<file path="src/rtl/div_pkg.sv">
// Shared divider definitions: op encoding (funct3[1:0]), FSM state codes and
// the divide-by-zero quotient constant.
package div_pkg;

    typedef enum logic [1:0] {
        DIV  = 2'b00,
        DIVU = 2'b01,
        REM  = 2'b10,
        REMU = 2'b11
    } div_op_t;

    typedef enum logic [1:0] {
        DS_IDLE   = 2'b00,
        DS_DIVIDE = 2'b01,
        DS_FIX    = 2'b10,
        DS_DONE   = 2'b11
    } div_state_t;

    localparam int DIV_MAX_W = 64;
    // Quotient returned for a zero divisor; sliced down to the operand width.
    localparam logic [DIV_MAX_W-1:0] DIV_ZERO_QUOT = '1;

endpackage

</file>
<file path="src/rtl/div_unit_if.sv">
// Request/response bundle between the execute stage (master) and the divider (slave).
interface div_unit_if #(
    parameter int DATA_WIDTH = 32
);
    logic                  start;
    logic [1:0]            op;
    logic [DATA_WIDTH-1:0] src_a;
    logic [DATA_WIDTH-1:0] src_b;
    logic                  kill;
    logic                  busy;
    logic                  done;
    logic [DATA_WIDTH-1:0] result;

    modport master (
        output start, op, src_a, src_b, kill,
        input  busy, done, result
    );

    modport slave (
        input  start, op, src_a, src_b, kill,
        output busy, done, result
    );
endinterface

</file>
<file path="src/rtl/div_unit.sv">
// Radix-2 restoring divider for DIV/DIVU/REM/REMU: one quotient bit per cycle,
// sign fix-up in a final cycle, single-cycle bypass for div-by-zero and overflow.
module div_unit
    import div_pkg::*;
#(
    parameter int DATA_WIDTH = 32
) (
    input logic       clk,
    input logic       rst,
    div_unit_if.slave bus
);
    localparam int CNT_W = $clog2(DATA_WIDTH) + 1;

    localparam logic [1:0] ST_IDLE   = DS_IDLE;
    localparam logic [1:0] ST_DIVIDE = DS_DIVIDE;
    localparam logic [1:0] ST_FIX    = DS_FIX;
    localparam logic [1:0] ST_DONE   = DS_DONE;

    localparam logic [DATA_WIDTH-1:0] MIN_NEG = {1'b1, {(DATA_WIDTH-1){1'b0}}};

    logic [1:0]            state;
    logic [CNT_W-1:0]      count;
    logic [DATA_WIDTH-1:0] rem;
    logic [DATA_WIDTH-1:0] quo;   // dividend shifts out the top, quotient bits shift in
    logic [DATA_WIDTH-1:0] dvs;
    logic                  neg_q;
    logic                  neg_r;
    logic                  sel_rem;
    logic [DATA_WIDTH-1:0] result_q;

    div_op_t               op_e;
    logic                  is_signed;
    logic                  accept;
    logic                  div_zero;
    logic                  ovf;
    logic [DATA_WIDTH-1:0] a_mag;
    logic [DATA_WIDTH-1:0] b_mag;
    logic [DATA_WIDTH:0]   trial;
    logic [DATA_WIDTH-1:0] fix_q;
    logic [DATA_WIDTH-1:0] fix_r;

    always_comb begin
        op_e      = div_op_t'(bus.op);
        is_signed = (op_e == DIV) || (op_e == REM);
        accept    = bus.start && !bus.kill && (state == ST_IDLE || state == ST_DONE);
        div_zero  = (bus.src_b == '0);
        ovf       = is_signed && (bus.src_a == MIN_NEG) && (bus.src_b == '1);
        a_mag     = (is_signed && bus.src_a[DATA_WIDTH-1]) ? -bus.src_a : bus.src_a;
        b_mag     = (is_signed && bus.src_b[DATA_WIDTH-1]) ? -bus.src_b : bus.src_b;
        // Partial remainder is always below the divisor, so W+1 bits never overflow.
        trial     = {rem, quo[DATA_WIDTH-1]} - {1'b0, dvs};
        fix_q     = neg_q ? -quo : quo;
        fix_r     = neg_r ? -rem : rem;
    end

    always_ff @(posedge clk) begin
        if (rst) begin
            state    <= ST_IDLE;
            count    <= '0;
            rem      <= '0;
            quo      <= '0;
            dvs      <= '0;
            neg_q    <= 1'b0;
            neg_r    <= 1'b0;
            sel_rem  <= 1'b0;
            result_q <= '0;
        end else if (bus.kill) begin
            state <= ST_IDLE;
        end else begin
            case (state)
                ST_IDLE, ST_DONE: begin
                    if (accept) begin
                        sel_rem <= bus.op[1];
                        if (div_zero) begin
                            result_q <= bus.op[1] ? bus.src_a : DIV_ZERO_QUOT[DATA_WIDTH-1:0];
                            state    <= ST_DONE;
                        end else if (ovf) begin
                            result_q <= bus.op[1] ? '0 : MIN_NEG;
                            state    <= ST_DONE;
                        end else begin
                            rem   <= '0;
                            quo   <= a_mag;
                            dvs   <= b_mag;
                            neg_q <= is_signed && (bus.src_a[DATA_WIDTH-1] ^ bus.src_b[DATA_WIDTH-1]);
                            neg_r <= is_signed && bus.src_a[DATA_WIDTH-1];
                            count <= '0;
                            state <= ST_DIVIDE;
                        end
                    end else begin
                        state <= ST_IDLE;
                    end
                end
                ST_DIVIDE: begin
                    if (!trial[DATA_WIDTH])
                        rem <= trial[DATA_WIDTH-1:0];
                    else
                        rem <= {rem[DATA_WIDTH-2:0], quo[DATA_WIDTH-1]};
                    quo   <= {quo[DATA_WIDTH-2:0], ~trial[DATA_WIDTH]};
                    count <= count + CNT_W'(1);
                    if (count == CNT_W'(DATA_WIDTH - 1))
                        state <= ST_FIX;
                end
                ST_FIX: begin
                    result_q <= sel_rem ? fix_r : fix_q;
                    state    <= ST_DONE;
                end
                default: state <= ST_IDLE;
            endcase
        end
    end

    assign bus.busy   = (state == ST_DIVIDE) || (state == ST_FIX);
    assign bus.done   = (state == ST_DONE);
    assign bus.result = result_q;

endmodule
</file>
<file path="src/flat_wrapper.sv">
// flat-port wrapper written by rule: the top's interface ports become plain ports
module div_unit_flat import div_pkg::*;
#(
    parameter int DATA_WIDTH = 32
)
  (clk, rst, bus_start, bus_op, bus_src_a, bus_src_b, bus_kill, bus_busy, bus_done, bus_result);
  div_unit_if #(.DATA_WIDTH(DATA_WIDTH)) bus_i ();
  input logic clk;
  input logic rst;
  input wire logic [$bits(bus_i.start)-1:0] bus_start;
  input wire logic [$bits(bus_i.op)-1:0] bus_op;
  input wire logic [$bits(bus_i.src_a)-1:0] bus_src_a;
  input wire logic [$bits(bus_i.src_b)-1:0] bus_src_b;
  input wire logic [$bits(bus_i.kill)-1:0] bus_kill;
  output wire logic [$bits(bus_i.busy)-1:0] bus_busy;
  output wire logic [$bits(bus_i.done)-1:0] bus_done;
  output wire logic [$bits(bus_i.result)-1:0] bus_result;
  assign bus_i.start = bus_start;
  assign bus_i.op = bus_op;
  assign bus_i.src_a = bus_src_a;
  assign bus_i.src_b = bus_src_b;
  assign bus_i.kill = bus_kill;
  assign bus_busy = bus_i.busy;
  assign bus_done = bus_i.done;
  assign bus_result = bus_i.result;
  div_unit #(.DATA_WIDTH(DATA_WIDTH)) u_core (.clk(clk), .rst(rst), .bus(bus_i));
endmodule
</file>
<file path="config.mk">
export PLATFORM = sky130hd
export DESIGN_NAME = div_unit_flat
export DESIGN_NICKNAME = d
export VERILOG_FILES = /design/src/rtl/div_pkg.sv /design/src/rtl/div_unit_if.sv /design/src/rtl/div_unit.sv /design/src/flat_wrapper.sv
export SDC_FILE = /design/constraint.sdc
export NUM_CORES = 1
export LEC_CHECK = 0
export ABC_AREA = 1
export CAP_MARGIN = 20
export CORE_MARGIN = 2
export CORE_UTILIZATION = 55
export CTS_CLUSTER_DIAMETER = 80
export CTS_CLUSTER_SIZE = 40
export DETAILED_ROUTE_END_ITERATION = 6
export PLACE_DENSITY = 0.79
export SYNTH_ARGS = -nofsm -noshare
export SYNTH_HDL_FRONTEND = slang
export SYNTH_SLANG_ARGS = --single-unit
</file>
<file path="constraint.sdc">
create_clock -name clk -period 2.4 [get_ports clk]
set_input_delay 0.48 -clock clk [delete_from_list [all_inputs] [get_ports clk]]
set_output_delay 0.48 -clock clk [all_outputs]
set_load 0.01 [all_outputs]
</file>
==> run_results.csv <==
group,metric,value,unit
status,outcome,"complete, but fails checks",
status,violations,"setup timing",
sta,period_minus_slack,2.504,ns
sta,tightest_slew,0.6067,ns
sta,slew_headroom,59.13,%
floorplan,io_pins,104,
clock_network,cts_buffer_depth,2,
power,pwr-share-seq,33.5,%
detailed_routing,remaining_drc_errors,0,
finish,layout_commonest_cell,"nand2_1",
flow_run,cap_violations,0,
synthesis,ys.flop_type,"dfxtp_1",
critical_path,required,2.76,ns
global_route,antenna_found_initial,0,
critical_path,reg2reg_from,"u_core.dvs[30]$_SDFFE_PP0P_",
detailed_routing,routed_wl,49610,um
floorplan,die_area,0.02523,mm^2
sta,fin_ws,-0.1040,ns
detailed_routing,viasPerCell,5.642,
power,peakVddDrop,0.3843,mV
power,pwr-share-comb,30.5,%
global_route,grt-ovfl-total,0,
floorplan,initial_core_util,56.19,%
power,powerDensity,421.3,mW/mm^2
critical_path,r2r-end,"u_core.rem[17]$_SDFFE_PP0P_",
sta,period_share,104.3,%
placed_design,place.gp.congestion,0.9930,
floorplan,fp.coreArea,0.02347,mm^2
clock_network,cts_buffers,17,
critical_path,end_kind,"flop",
critical_path,startpoint_type,"flop",
placed_design,placed_cells,2825,
floorplan,fp-row-count,56,
sta,rsz0062_at_grt,"yes",
detailed_routing,drtIter0Drc,2013,
critical_path,r2r_slack,-0.10,ns
global_route,grt_pass1_vias,15110,
finish,diodes,0,
synthesis,synth.largest_area_cell,"dfxtp_1",
sta,maxSlewViolCount,0,
finish,nFillCells,1962,
critical_path,critPathKind,"reg -> reg",
finish,layout-drive-gt1-share,22.81,%
placed_design,port_buffers,103,
detailed_routing,first_pass_iters,6,
critical_path,worstSetupEndpoint,"u_core.rem[17]$_SDFFE_PP0P_",
critical_path,rr_worst_depth,17,
synthesis,synthArstFlopShare,0,%
sta,skew,0.01394,ns
synthesis,synth_edf_count,0,
synthesis,syn_nets,2338,
clock_network,clk_pin_slew,0.06,ns
floorplan,die_width,158.9,um
sta,setup_viol,33,
power,sw_frac_of_total,35.62,%
placed_design,dpl_cell_area,0.01616,mm^2
sta,hold_viol,0,
synthesis,yosysSeqAreaShare,21.10,%
clock_network,clock-sinks,139,
global_route,grt_max_degree,75,
finish,layout_common_cells,"nand2_1, inv_1, buf_4",
critical_path,cp-startpoint,"u_core.dvs[30]$_SDFFE_PP0P_",
global_route,grt_pass1_wl,77710,um
power,switchingPower,2625,uW
clock_network,cts_tree,"built",
synthesis,yosysWarnings,0,
clock_network,clkLatencyLatePin,0.44,ns
clock_network,cts_hold_buf,0,
finish,area_growth,32.62,%
synthesis,synth.ff_latch_count,139,
synthesis,synth_cell_types,49,
power,clkPwrFrac,36.0,%
finish,fin_cells,2875,
critical_path,arrival,2.86,ns
detailed_routing,vias,16220,
placed_design,dp_hpwl,38050,um
detailed_routing,drtAntennaViolNets,0,
clock_network,root_buffer,"clkbuf_16",
global_route,grt_use_total,38.20,%
synthesis,synth_top_cell_area_share,21.10,%
sta,max_freq,0.3994,GHz
synthesis,netlist_area,0.01319,mm^2
power,p_leak,0.008166,uW
detailed_routing,wl_per_cell,17.25,um
worst_hold_path,min-delay-path-class,"reg -> reg",
power,internal_power,4744,uW
sta,holdWs,0.4811,ns
finish,nNetsFinal,2655,
floorplan,die_h,158.9,um
synthesis,postSynthAreaPerCell,5.925,um^2
synthesis,synth_area_leaders,"dfxtp_1, nand2_1, inv_1",
clock_network,cts-htree-levels,4,
critical_path,critPathMaxFanout,7,
synthesis,synthCells,2226,
finish,finalInstanceArea,0.01749,mm^2
## how the worst min path moves through the flow
| stage | start | slack (ns) | end | cells past startpoint |
|---|---|---|---|---|
| 2_1_floorplan | u_core.dvs[17]$_SDFFE_PP0P_ | 0.43 | u_core.dvs[17]$_SDFFE_PP0P_ | 2 |
| 3_3_place_gp | u_core.dvs[2]$_SDFFE_PP0P_ | 0.45 | u_core.dvs[2]$_SDFFE_PP0P_ | 2 |
| 3_5_place_dp | u_core.quo[30]$_SDFFE_PP0P_ | 0.47 | u_core.quo[30]$_SDFFE_PP0P_ | 2 |
| 4_1_cts | u_core.quo[30]$_SDFFE_PP0P_ | 0.48 | u_core.quo[30]$_SDFFE_PP0P_ | 2 |
| 5_1_grt | u_core.quo[30]$_SDFFE_PP0P_ | 0.49 | u_core.quo[30]$_SDFFE_PP0P_ | 2 |
| 6_report | u_core.quo[30]$_SDFFE_PP0P_ | 0.48 | u_core.quo[30]$_SDFFE_PP0P_ | 2 |
## kinds of logic (layout without fill, tap and decap cells)
family | Yosys count | in the layout | share of synthesized area, %
AND/OR/NAND/NOR | 1197 | 1197 | 40.02
AO/OA/AOI/OAI | 409 | 409 | 17.99
buffers and inverters | 373 | 703 | 12.47
flip-flops | 139 | 139 | 21.10
XOR/XNOR | 66 | 66 | 4.383
adder cells (fa/ha/maj) | 42 | 42 | 4.041
## worst max-delay path, cell delays in order, from the launching register on
cell     delay (ns)
dfxtp_1        0.37
inv_2          0.09
ha_1           0.31
nand2_1        0.12
a21oi_1        0.05
nor2_1         0.18
nand2_1        0.09
a21oi_2        0.13
buf_6          0.14
nand2_4        0.07
nand2_4        0.08
nand2_4        0.08
buf_4          0.15
buf_12         0.12
buf_16         0.13
nand2_2        0.07
nand3_2        0.08
a21oi_2        0.15
## synth_stat cells, drive strengths merged, types with 4 or more instances
cell / count
o2111ai: 4
nand3b: 12
a21oi: 201
xnor2: 22
nand3: 176
clkbuf: 39
buf: 41
nor2: 229
nor3: 33
or2: 9
and2: 4
and3: 4
o21ai: 185
inv: 291
nand2: 690
xor2: 44
nand4: 38
dfxtp: 139
ha: 41
o31ai: 4
## flip-flops by register name, indices dropped and copies added, names as in the netlist
register,cells
u_core.bus.result,32
u_core.dvs,32
u_core.quo,32
u_core.rem,32
u_core.count,6
u_core.state,2
u_core.neg_q,1
u_core.neg_r,1
u_core.sel_rem,1
## power groups by stage
stage	combinational [uW]	clock, uW	sequential (uW)
after floorplan	1210	0	2490
after CTS	2130	2650	2460
final	2240	2660	2470
after detailed placement	2070	0	2510
after global routing	2430	2740	2470
after global placement	2050	0	2510
## metrics by stage
step	utilization [%]	total power (uW)	worst slack (ns)	setup TNS, ns
after detailed placement	68.83	4579	-0.3201	-32.67
after CTS	73.16	7244	-0.07582	-1.500
after floorplan	-	3697	0.1411	0
final	74.51	7369	-0.1040	-2.378
after global routing	74.51	7650	-0.2114	-5.941
after global placement	68.83	4552	-0.2537	-23.93
## repair_timing
action | in CTS | in global routing
pin swaps | 12 | 22
cloned | 4 | 1
hold endpoints to repair | 0 | 0
setup buffers | 10 | 4
endpoints found under the setup margin | 33 | 56
gates resized for setup | 43 | 70
## metal layers
metal  track usage [%]  wire length (um)  up-vias
met2             59.25             21350      856
met4             14.75              1884        0
met5                 0                 0        -
met3             8.098              5072      140
li1                  -                 -     7797
met1             51.94             21300     7428
## cell type report
class	count	area [um^2]	area share, %
Clock inverter	13	135.1	0.7726
Tap cell	319	399.1	2.282
Timing Repair Buffer	378	3398	19.43
Clock buffer	19	432.9	2.475
Inverter	293	1102	6.302
Multi-Input combinational cell	1714	9233	52.79
Sequential cell	139	2790	15.95
(Power assumes the default switching activity.)
==> edit (config.mk and constraints unchanged) <==
`DATA_WIDTH` is set to 32 in 3 places; all go to 16.
--- a/src/rtl/div_unit_if.sv
+++ b/src/rtl/div_unit_if.sv
@@ -1,6 +1,6 @@
 // Request/response bundle between the execute stage (master) and the divider (slave).
 interface div_unit_if #(
-    parameter int DATA_WIDTH = 32
+    parameter int DATA_WIDTH = 16
 );
     logic                  start;
     logic [1:0]            op;
--- a/src/rtl/div_unit.sv
+++ b/src/rtl/div_unit.sv
@@ -3,7 +3,7 @@
 module div_unit
     import div_pkg::*;
 #(
-    parameter int DATA_WIDTH = 32
+    parameter int DATA_WIDTH = 16
 ) (
     input logic       clk,
     input logic       rst,
--- a/src/flat_wrapper.sv
+++ b/src/flat_wrapper.sv
@@ -1,7 +1,7 @@
 // flat-port wrapper written by rule: the top's interface ports become plain ports
 module div_unit_flat import div_pkg::*;
 #(
-    parameter int DATA_WIDTH = 32
+    parameter int DATA_WIDTH = 16
 )
   (clk, rst, bus_start, bus_op, bus_src_a, bus_src_b, bus_kill, bus_busy, bus_done, bus_result);
   div_unit_if #(.DATA_WIDTH(DATA_WIDTH)) bus_i ();
Interface: changed (resized bus_result, bus_src_a and bus_src_b); port bits go from 104 to 56. The function was not compared with the original's and may differ.
==> edit against the unedited design <==
  * Routed wire length is 62% lower
  * Sequential cell count is 65 lower
  * Setup slack better by 0.28 ns
  * Sequential power is 47% lower
  * Final area is 56% lower
  * Utilization is 3.9 points lower
  * Count of clock-buffer cells in the layout is 9 lower
  * Largest power group unchanged
  * Maximum frequency is 13% higher
  * Synthesized cell count is 52% lower
  * Die area is 51% lower
  * Combinational power is 55% lower
  * Synthesized area is 53% lower
  * Total power is 50% lower
==> edit: results (changes against the unedited design) <==
- Area contributors post-synth: dfxtp_1 (24%), nand2_1 (19%), inv_1 (8.4%)
- Routability cong.: 0.988 (-0.48%)
- Pre-CTS WS: -0.377 ns (-0.0567 ns)
- H-tree depth: 3 (-1)
- RR Startpoint: u_core.quo[15]
- Top cells by count, synth: nand2_1 (324), inv_1 (140), nor2_1 (110), a21oi_1 (98), nand3_1 (89)
- Number of global-route vias before repair: 6539 (-57%)
- Drt first-iter violations: 797 (-60%)
- Synth Area in Adders: 5.52% (+1.5 points)
- Reg2reg end: u_core.rem[15]
- Delay-heaviest family, CP: buffers and inverters
- Register area share after synthesis: 23.7% (+2.6 points)
- Slowest-stage cell, CP: clkdlybuf4s50_1
- Detailed placer's ending HPWL: 14300 um (-62%)
- Worst Tran Pin Value: 0.483 ns (-0.124 ns)
- CP max FO: 35 (+28)
- Worst hold start: u_core.bus.result[15]
- Yosys cell types: 41 (-16%)
- # nets final: 1255 (-53%)
- Wire length per cell: 14.1 um (-18%)
- Vias per cell: 5.45 (-3.5%)
- Largest net degree at the start of global routing: 36 (-52%)
- Post-CTS resize count: 0 (-100%)
- Net switching share of the total power: 32.6% (-3.1 points)
- Peak VDD IR: 0.446 mV (+16%)
- Crit path from: bus_src_a[0]
- First-pass GRT wire length: 30900 um (-60%)
- CP max stage delay: 0.42 ns (+0.05 ns)
- Placed cell area: 7420 um^2 (-54%)
- Gr usage total: 30.2% (-8.0 points)
- Synth Area in Compound Gates: 15.9% (-2.1 points)
- Outcome: finished, final reports clean
- Worst R2R Path Depth: 16 (-1)
- Mapped Cells: 1072 (-52%)
- NetSw: 1.19 mW (-54%)
- Share of cells above drive strength 1: 11.3% (-12 points)
- Post CTS Setup Buffer Count: 0 (-10)
- 1st-pass router iterations: 7 (+1)
- Post-Synth XOR/XNOR Area: 4.34% (-0.045 points)
- R2R Setup Slk: 0.18 ns (+0.28 ns)
- Fin Hold WS: 0.467 ns (-0.0139 ns)
- Hold-critical path endpoint: u_core.bus.result[15]
[edit: metal layers]
layer / vias to the layer above / GRT usage [%] / wire length [um]
li1: 3672 / - / -
met1: 3215 / 42.6 / 8480
met2: 346 / 47.1 / 8110
met3: 38 / 6.56 / 1870
met4: 0 / 7.42 / 416
met5: - / 0 / 0
[edit: cells by family (layout without fill, tap and decap cells)]
logic type | count (synthesis) | count (layout)
and+or+nand+nor | 570 | 571
AOI/OAI and AO/OA | 194 | 194
buffers and inverters | 176 | 298
DFF | 74 | 74
xor gates and xnor gates | 31 | 31
adders and majority gates | 27 | 27
[edit: area by class of cell]
cell class                      count  area (um^2)  share of cell area, %
Clock buffer                       10          229                   2.95
Sequential cell                    74         1480                   19.1
Multi-Input combinational cell    823         4060                   52.3
Inverter                          143          541                   6.97
Tap cell                          140          175                   2.26
Clock inverter                      6         57.6                  0.742
Timing Repair Buffer              139         1210                   15.6
